## config.mk

```make
export PLATFORM = sky130hd
export DESIGN_NAME = hazard_stall_unit_flat
export DESIGN_NICKNAME = d
export VERILOG_FILES = /design/src/rtl/hazard_stall_unit_if.sv /design/src/rtl/hazard_stall_unit.sv /design/src/flat_wrapper.sv
export SDC_FILE = /design/constraint.sdc
export NUM_CORES = 1
export LEC_CHECK = 0
export ABC_AREA = 0
export ABC_CLOCK_PERIOD_IN_PS = 3500
export CAP_MARGIN = 0
export CORE_MARGIN = 2
export CORE_UTILIZATION = 50
export CTS_BUF_LIST = sky130_fd_sc_hd__clkbuf_16
export DETAILED_ROUTE_END_ITERATION = 10
export PLACE_DENSITY = 0.92
export SLEW_MARGIN = 10
export SYNTH_ARGS = -nofsm -noshare
export SYNTH_HDL_FRONTEND = slang
export SYNTH_SLANG_ARGS = --single-unit
```

## constraint.sdc

```tcl
create_clock -name i_clk -period 3.5 [get_ports i_clk]
set_clock_uncertainty 0.2 [all_clocks]
set_input_delay 0.35 -clock i_clk [delete_from_list [all_inputs] [get_ports i_clk]]
set_output_delay 0.35 -clock i_clk [all_outputs]
set_load 0.1 [all_outputs]
```

## src/rtl/hazard_stall_unit_if.sv

```systemverilog
// Pipeline-control bundle between the ID-stage hazard stall unit and the pipeline.
// The slave modport is the stall unit; the master modport is the surrounding pipeline.
interface hazard_stall_unit_if #(
    parameter int unsigned CNT_W = 32
);
    logic [4:0]       i_IF_ID_Rs;
    logic [4:0]       i_IF_ID_Rt;
    logic             i_ID_uses_Rs;
    logic             i_ID_uses_Rt;
    logic             i_ID_branch;
    logic             i_ID_branch_taken;
    logic             i_ID_jump;
    logic [4:0]       i_ID_EX_Rd;
    logic             i_ID_EX_reg_write;
    logic             i_ID_EX_mem_read;
    logic [4:0]       i_EX_MEM_Rd;
    logic             i_EX_MEM_mem_read;
    logic             i_EX_busy;
    logic             o_PC_write;
    logic             o_IF_ID_write;
    logic             o_IF_ID_flush;
    logic             o_ID_EX_write;
    logic             o_ID_EX_bubble;
    logic [1:0]       o_state;
    logic             o_stall_timeout;
    logic [CNT_W-1:0] o_stall_count;
    logic [CNT_W-1:0] o_flush_count;

    modport master (
        output i_IF_ID_Rs, i_IF_ID_Rt, i_ID_uses_Rs, i_ID_uses_Rt, i_ID_branch,
               i_ID_branch_taken, i_ID_jump, i_ID_EX_Rd, i_ID_EX_reg_write,
               i_ID_EX_mem_read, i_EX_MEM_Rd, i_EX_MEM_mem_read, i_EX_busy,
        input  o_PC_write, o_IF_ID_write, o_IF_ID_flush, o_ID_EX_write, o_ID_EX_bubble,
               o_state, o_stall_timeout, o_stall_count, o_flush_count
    );

    modport slave (
        input  i_IF_ID_Rs, i_IF_ID_Rt, i_ID_uses_Rs, i_ID_uses_Rt, i_ID_branch,
               i_ID_branch_taken, i_ID_jump, i_ID_EX_Rd, i_ID_EX_reg_write,
               i_ID_EX_mem_read, i_EX_MEM_Rd, i_EX_MEM_mem_read, i_EX_busy,
        output o_PC_write, o_IF_ID_write, o_IF_ID_flush, o_ID_EX_write, o_ID_EX_bubble,
               o_state, o_stall_timeout, o_stall_count, o_flush_count
    );
endinterface

```

## src/rtl/hazard_stall_unit.sv

```systemverilog
// ID-stage stall/flush control for hazards forwarding cannot resolve, with a
// stall-streak watchdog and saturating stall/flush performance counters.
module hazard_stall_unit #(
    parameter int unsigned CNT_W     = 32,
    parameter int unsigned MAX_STALL = 64,
    parameter int unsigned STREAK_W  = 8
) (
    input logic               i_clk,
    input logic               i_rst_n,
    hazard_stall_unit_if.slave hsu_io
);

    typedef enum logic [1:0] {
        StRun   = 2'd0,
        StHaz   = 2'd1,
        StBusy  = 2'd2,
        StFlush = 2'd3
    } action_e;

    // Register 0 is hardwired, so it can never be a pending producer.
    function automatic logic match_x(input logic [4:0] rd, input logic [4:0] rs,
                                     input logic [4:0] rt, input logic use_rs,
                                     input logic use_rt);
        return (rd != 5'd0) && ((use_rs && (rd == rs)) || (use_rt && (rd == rt)));
    endfunction

    action_e               action;
    action_e               state_q;
    logic [CNT_W-1:0]      stall_cnt_q, stall_cnt_d;
    logic [CNT_W-1:0]      flush_cnt_q, flush_cnt_d;
    logic [STREAK_W-1:0]   streak_q, streak_d;
    logic                  timeout_q, timeout_d;
    logic                  ex_match, mem_match, haz, redirect, stalling;
    logic                  pc_write, if_id_write, if_id_flush, id_ex_write, id_ex_bubble;

    assign ex_match  = match_x(hsu_io.i_ID_EX_Rd, hsu_io.i_IF_ID_Rs, hsu_io.i_IF_ID_Rt,
                               hsu_io.i_ID_uses_Rs, hsu_io.i_ID_uses_Rt);
    assign mem_match = match_x(hsu_io.i_EX_MEM_Rd, hsu_io.i_IF_ID_Rs, hsu_io.i_IF_ID_Rt,
                               hsu_io.i_ID_uses_Rs, hsu_io.i_ID_uses_Rt);

    assign haz = (hsu_io.i_ID_EX_mem_read && ex_match)
               || (hsu_io.i_ID_branch && hsu_io.i_ID_EX_reg_write && ex_match)
               || (hsu_io.i_ID_branch && hsu_io.i_EX_MEM_mem_read && mem_match);

    assign redirect = (hsu_io.i_ID_branch && hsu_io.i_ID_branch_taken) || hsu_io.i_ID_jump;

    // Priority: reset, busy, data hazard, redirect, run.
    always_comb begin
        action       = StRun;
        pc_write     = 1'b1;
        if_id_write  = 1'b1;
        id_ex_write  = 1'b1;
        id_ex_bubble = 1'b0;
        if_id_flush  = 1'b0;
        if (!i_rst_n) begin
            pc_write    = 1'b0;
            if_id_write = 1'b0;
            id_ex_write = 1'b0;
        end else if (hsu_io.i_EX_busy) begin
            action      = StBusy;
            pc_write    = 1'b0;
            if_id_write = 1'b0;
            id_ex_write = 1'b0;
        end else if (haz) begin
            action       = StHaz;
            pc_write     = 1'b0;
            if_id_write  = 1'b0;
            id_ex_bubble = 1'b1;
        end else if (redirect) begin
            action      = StFlush;
            if_id_flush = 1'b1;
        end
    end

    assign stalling = (action == StHaz) || (action == StBusy);

    always_comb begin
        stall_cnt_d = stall_cnt_q;
        flush_cnt_d = flush_cnt_q;
        streak_d    = '0;
        if (stalling && (stall_cnt_q != '1)) begin
            stall_cnt_d = stall_cnt_q + 1'b1;
        end
        if ((action == StFlush) && (flush_cnt_q != '1)) begin
            flush_cnt_d = flush_cnt_q + 1'b1;
        end
        if (stalling) begin
            streak_d = (streak_q != '1) ? streak_q + 1'b1 : streak_q;
        end
        timeout_d = timeout_q || (stalling && (streak_d == STREAK_W'(MAX_STALL)));
    end

    always_ff @(posedge i_clk) begin
        if (!i_rst_n) begin
            state_q     <= StRun;
            stall_cnt_q <= '0;
            flush_cnt_q <= '0;
            streak_q    <= '0;
            timeout_q   <= 1'b0;
        end else begin
            state_q     <= action;
            stall_cnt_q <= stall_cnt_d;
            flush_cnt_q <= flush_cnt_d;
            streak_q    <= streak_d;
            timeout_q   <= timeout_d;
        end
    end

    assign hsu_io.o_PC_write      = pc_write;
    assign hsu_io.o_IF_ID_write   = if_id_write;
    assign hsu_io.o_IF_ID_flush   = if_id_flush;
    assign hsu_io.o_ID_EX_write   = id_ex_write;
    assign hsu_io.o_ID_EX_bubble  = id_ex_bubble;
    assign hsu_io.o_state         = state_q;
    assign hsu_io.o_stall_timeout = timeout_q;
    assign hsu_io.o_stall_count   = stall_cnt_q;
    assign hsu_io.o_flush_count   = flush_cnt_q;

endmodule

```

## src/flat_wrapper.sv

```systemverilog
// flat-port wrapper written by rule: the top's interface ports become plain ports
module hazard_stall_unit_flat 
#(
    parameter int unsigned CNT_W     = 32,
    parameter int unsigned MAX_STALL = 64,
    parameter int unsigned STREAK_W  = 8
)
  (i_clk, i_rst_n, hsu_io_i_IF_ID_Rs, hsu_io_i_IF_ID_Rt, hsu_io_i_ID_uses_Rs, hsu_io_i_ID_uses_Rt, hsu_io_i_ID_branch, hsu_io_i_ID_branch_taken, hsu_io_i_ID_jump, hsu_io_i_ID_EX_Rd, hsu_io_i_ID_EX_reg_write, hsu_io_i_ID_EX_mem_read, hsu_io_i_EX_MEM_Rd, hsu_io_i_EX_MEM_mem_read, hsu_io_i_EX_busy, hsu_io_o_PC_write, hsu_io_o_IF_ID_write, hsu_io_o_IF_ID_flush, hsu_io_o_ID_EX_write, hsu_io_o_ID_EX_bubble, hsu_io_o_state, hsu_io_o_stall_timeout, hsu_io_o_stall_count, hsu_io_o_flush_count);
  hazard_stall_unit_if #(.CNT_W(CNT_W)) hsu_io_i ();
  input logic i_clk;
  input logic i_rst_n;
  input wire logic [$bits(hsu_io_i.i_IF_ID_Rs)-1:0] hsu_io_i_IF_ID_Rs;
  input wire logic [$bits(hsu_io_i.i_IF_ID_Rt)-1:0] hsu_io_i_IF_ID_Rt;
  input wire logic [$bits(hsu_io_i.i_ID_uses_Rs)-1:0] hsu_io_i_ID_uses_Rs;
  input wire logic [$bits(hsu_io_i.i_ID_uses_Rt)-1:0] hsu_io_i_ID_uses_Rt;
  input wire logic [$bits(hsu_io_i.i_ID_branch)-1:0] hsu_io_i_ID_branch;
  input wire logic [$bits(hsu_io_i.i_ID_branch_taken)-1:0] hsu_io_i_ID_branch_taken;
  input wire logic [$bits(hsu_io_i.i_ID_jump)-1:0] hsu_io_i_ID_jump;
  input wire logic [$bits(hsu_io_i.i_ID_EX_Rd)-1:0] hsu_io_i_ID_EX_Rd;
  input wire logic [$bits(hsu_io_i.i_ID_EX_reg_write)-1:0] hsu_io_i_ID_EX_reg_write;
  input wire logic [$bits(hsu_io_i.i_ID_EX_mem_read)-1:0] hsu_io_i_ID_EX_mem_read;
  input wire logic [$bits(hsu_io_i.i_EX_MEM_Rd)-1:0] hsu_io_i_EX_MEM_Rd;
  input wire logic [$bits(hsu_io_i.i_EX_MEM_mem_read)-1:0] hsu_io_i_EX_MEM_mem_read;
  input wire logic [$bits(hsu_io_i.i_EX_busy)-1:0] hsu_io_i_EX_busy;
  output wire logic [$bits(hsu_io_i.o_PC_write)-1:0] hsu_io_o_PC_write;
  output wire logic [$bits(hsu_io_i.o_IF_ID_write)-1:0] hsu_io_o_IF_ID_write;
  output wire logic [$bits(hsu_io_i.o_IF_ID_flush)-1:0] hsu_io_o_IF_ID_flush;
  output wire logic [$bits(hsu_io_i.o_ID_EX_write)-1:0] hsu_io_o_ID_EX_write;
  output wire logic [$bits(hsu_io_i.o_ID_EX_bubble)-1:0] hsu_io_o_ID_EX_bubble;
  output wire logic [$bits(hsu_io_i.o_state)-1:0] hsu_io_o_state;
  output wire logic [$bits(hsu_io_i.o_stall_timeout)-1:0] hsu_io_o_stall_timeout;
  output wire logic [$bits(hsu_io_i.o_stall_count)-1:0] hsu_io_o_stall_count;
  output wire logic [$bits(hsu_io_i.o_flush_count)-1:0] hsu_io_o_flush_count;
  assign hsu_io_i.i_IF_ID_Rs = hsu_io_i_IF_ID_Rs;
  assign hsu_io_i.i_IF_ID_Rt = hsu_io_i_IF_ID_Rt;
  assign hsu_io_i.i_ID_uses_Rs = hsu_io_i_ID_uses_Rs;
  assign hsu_io_i.i_ID_uses_Rt = hsu_io_i_ID_uses_Rt;
  assign hsu_io_i.i_ID_branch = hsu_io_i_ID_branch;
  assign hsu_io_i.i_ID_branch_taken = hsu_io_i_ID_branch_taken;
  assign hsu_io_i.i_ID_jump = hsu_io_i_ID_jump;
  assign hsu_io_i.i_ID_EX_Rd = hsu_io_i_ID_EX_Rd;
  assign hsu_io_i.i_ID_EX_reg_write = hsu_io_i_ID_EX_reg_write;
  assign hsu_io_i.i_ID_EX_mem_read = hsu_io_i_ID_EX_mem_read;
  assign hsu_io_i.i_EX_MEM_Rd = hsu_io_i_EX_MEM_Rd;
  assign hsu_io_i.i_EX_MEM_mem_read = hsu_io_i_EX_MEM_mem_read;
  assign hsu_io_i.i_EX_busy = hsu_io_i_EX_busy;
  assign hsu_io_o_PC_write = hsu_io_i.o_PC_write;
  assign hsu_io_o_IF_ID_write = hsu_io_i.o_IF_ID_write;
  assign hsu_io_o_IF_ID_flush = hsu_io_i.o_IF_ID_flush;
  assign hsu_io_o_ID_EX_write = hsu_io_i.o_ID_EX_write;
  assign hsu_io_o_ID_EX_bubble = hsu_io_i.o_ID_EX_bubble;
  assign hsu_io_o_state = hsu_io_i.o_state;
  assign hsu_io_o_stall_timeout = hsu_io_i.o_stall_timeout;
  assign hsu_io_o_stall_count = hsu_io_i.o_stall_count;
  assign hsu_io_o_flush_count = hsu_io_i.o_flush_count;
  hazard_stall_unit #(.CNT_W(CNT_W), .MAX_STALL(MAX_STALL), .STREAK_W(STREAK_W)) u_core (.i_clk(i_clk), .i_rst_n(i_rst_n), .hsu_io(hsu_io_i));
endmodule
```

==> impl_metrics.tcl <==
set metrics [dict create \
    cap_violations 0 \
    synth_top_cells_by_count "dfxtp_1 (75), nand2_1 (45), nor2_1 (44)" \
    slew_headroom_pct 33.0 \
    die_w_um 94.8 \
    root_buffer "clkbuf_16" \
    arrival_ns 3.42 \
    power.internal_mw 1.43 \
    ys_seq_area_share_pct 36.4 \
    final_antenna_net_count 0 \
    vias 4308 \
    syn_area_um2 4120 \
    final_nets 643 \
    syn_to_final_growth_pct 40.5 \
    grt_pass1_vias 4079 \
    status "completed" \
    syn_nets 527 \
    syn_area_per_cell_um2 8.37 \
    r2r-start "u_core.hsu_io.o_stall_count[1]$_SDFFE_PN0P_" \
    critical_path_required_ns 3.56 \
    combinationalPowerShare_pct 13.2 \
    max_freq_mhz 298 \
    cts_tree "yes" \
    dieArea_um2 8980 \
    ys_async_sr_fraction_pct 0 \
    numCtsBuffers 9 \
    initial_core_util_pct 50.9 \
    drt-total-wl_um 11700 \
    crit_path_end_kind "flip-flop" \
    synth_largest_area_cell "dfxtp_1" \
    worstMarginPinSlew_ns 1.00 \
    dp_hpwl_um 8340 \
    min_to "u_core.hsu_io.o_stall_timeout$_SDFF_PN0_" \
    layout-drive-gt1-share_pct 11.1 \
    hold-path-cell-count 2 \
    num_antenna_cells 0 \
    antenna_found_initial 0 \
    netSwitchingFraction_pct 26.6 \
    post-route-drc-count 0 \
    clock_sinks 75 \
    grt_usage_pct 25.7 \
    synth-seq-cells 75 \
    hold_viol_final 0 \
    fin_crit_ns 3.35 \
    hp-class "reg2reg" \
    yosys.area.top_type_share_pct 36.4 \
    syn_inst 492 \
    tns_ns 0 \
    p_switching_mw 0.518 \
    ir_drop_mv 0.284 \
    path_class "in2reg" \
    synth_cell_types 53 \
    worst_setup_path_start_kind "input pin" \
    reg2reg_to "u_core.hsu_io.o_stall_count[0]$_SDFFE_PN0P_" \
    setup_viol_count_final 0 \
    first_iter_violations 267 \
    yosysMostFrequentCell "dfxtp_1" \
    drv_slew 0 \
    wl_per_cell_um 16.3 \
    cp_max_fo 6 \
    vias_per_cell 6.00 \
    num_io_pins 103 \
    p_total_mw 1.95 \
    seq_power_share_pct 44.8 \
    r2r_setup_slack_ns 0.90 \
    drt-pass1-iter-count 8 \
    grt_max_degree 53 \
    numPortBuffers 102 \
    fin_crit_sh_pct 95.8 \
    grt_pass1_wl_um 18600 \
    hp-start "u_core.hsu_io.o_stall_timeout$_SDFF_PN0_" \
    htreeDepth 3 \
    cts_buffer_depth 2 \
    hold_ws_ns 0.278 \
    die_y_um 94.8 \
    synth_area_leaders "dfxtp_1 (36%), xnor2_1 (8.3%), nand2_1 (4.1%)" \
    power.density_nw_per_um2 337 \
    pwr-share-clk_pct 42.0 \
    synth_edf_count 0 \
    rows 33 \
    core_um2 8090 \
    ys.flop_type "dfxtp_1" \
    clk_pin_slew_worst_paths_ns 0.06 \
    p_leak_nw 2.08 \
    ff2ff_path_depth 6 \
    place.gp.congestion 0.905 \
    ys_warn_count 0 \
    clk_latency_ns 0.33 \
    grt-ovfl-total 0 \
]
## critical path, cell delays in order
cell and delay [ns]:
clkdlybuf4s50_1 0.53, xnor2_1 0.14, nand4_1 0.14, o22ai_2 0.17, a22oi_2 0.09, buf_4 0.16, a22o_4 0.23, ha_4 0.28
nand2_2 0.08, nor4_4 0.37, o31ai_4 0.16, or4_1 0.57, a21oi_2 0.13
## logic make-up after synthesis
family	after synthesis	synth area share [%]
flops	75	36.4
simple gates	230	31.4
xor+xnor	48	10.2
compound gates	96	15.2
fa+ha+maj	4	1.21
buf+inv	29	3.10
mux	10	2.43
## per-layer routing
layer	wire length (um)	share of wire, %	GRT usage, %	up-vias
li1	-	-	-	2060
met1	4680	40	29.9	2056
met2	6050	52	44.9	163
met3	725	6.2	6.07	29
met4	261	2.2	11.5	0
met5	0	0	0	-
## power groups by stage
stage	combinational, mW	sequential, mW	clock [mW]
after floorplan	0.0978	0.940	0
after global placement	0.237	0.893	0
after detailed placement	0.245	0.893	0
after CTS	0.246	0.875	0.827
after global routing	0.271	0.876	0.858
final	0.257	0.875	0.819
## area by class of cell
cell class	count	area [um^2]
clock inverter	7	36.3
sequential	75	1500
tap	105	131
inverter	9	33.8
clock buffer	9	225
timing repair buffer	125	1280
multi-input combinational	388	2580
fill	603	2300
## worst max path at each step
stage,from,end,slack (ns)
after floorplan,hsu_io_i_EX_MEM_Rd[1],u_core.hsu_io.o_stall_count[22]$_SDFFE_PN0P_,0.26
after global placement,hsu_io_i_EX_MEM_Rd[0],u_core.hsu_io.o_stall_count[17]$_SDFFE_PN0P_,-0.03
after detailed placement,hsu_io_i_EX_MEM_Rd[1],u_core.hsu_io.o_stall_count[27]$_SDFFE_PN0P_,-0.16
after CTS,hsu_io_i_EX_MEM_Rd[1],u_core.hsu_io.o_stall_count[17]$_SDFFE_PN0P_,0.11
after global routing,hsu_io_i_IF_ID_Rt[2],u_core.hsu_io.o_stall_count[22]$_SDFFE_PN0P_,-0.003
final,hsu_io_i_IF_ID_Rt[2],u_core.hsu_io.o_stall_count[22]$_SDFFE_PN0P_,0.15
## placed cells by master, fill, tap and decap left out, types with 4 or more instances in the layout
master	netlist	final
a311oi_1	6	6
nand2b_1	11	11
xor2_1	9	9
dfxtp_1	75	75
buf_12	0	5
o31ai_1	13	13
clkdlybuf4s50_1	0	83
nand3_1	26	26
nand4_1	20	20
nor3_1	10	9
nand2_1	45	44
xnor2_1	39	37
a211oi_1	7	7
a21oi_1	29	27
buf_4	2	22
and4_1	10	10
clkbuf_16	0	9
o21ai_0	18	18
or4_1	11	11
or3_1	15	15
dlymetal6s2s_1	0	14
and3_1	11	11
inv_1	8	10
a31oi_1	8	8
nor2_1	44	44
nor4_2	2	4
mux2i_1	10	10
## what timing repair did
item	CTS	global route
buffers inserted	0	4
gates resized for setup	0	28
hold buffers	0	0
setup endpoints to repair	0	12
## metrics by stage
stage | cell area (um^2) | setup slack [ns] | cells | util [%]
3_5_place_dp | 5380 | -0.164 | 698 | 66.4
5_1_grt | 5790 | -0.00292 | 718 | 71.5
2_1_floorplan | 4130 | 0.257 | 492 | -
3_3_place_gp | 5380 | -0.0256 | 698 | 66.4
6_report | 5790 | 0.146 | 718 | 71.5
4_1_cts | 5640 | 0.105 | 714 | 69.7
## sequential cells by signal (all words and copies together) (netlist names)
signal,flops
u_core.streak_q,8
u_core.hsu_io.o_stall_timeout,1
u_core.hsu_io.o_state,2
u_core.hsu_io.o_stall_count,32
u_core.hsu_io.o_flush_count,32
Power figures use the tool's default switching activity.
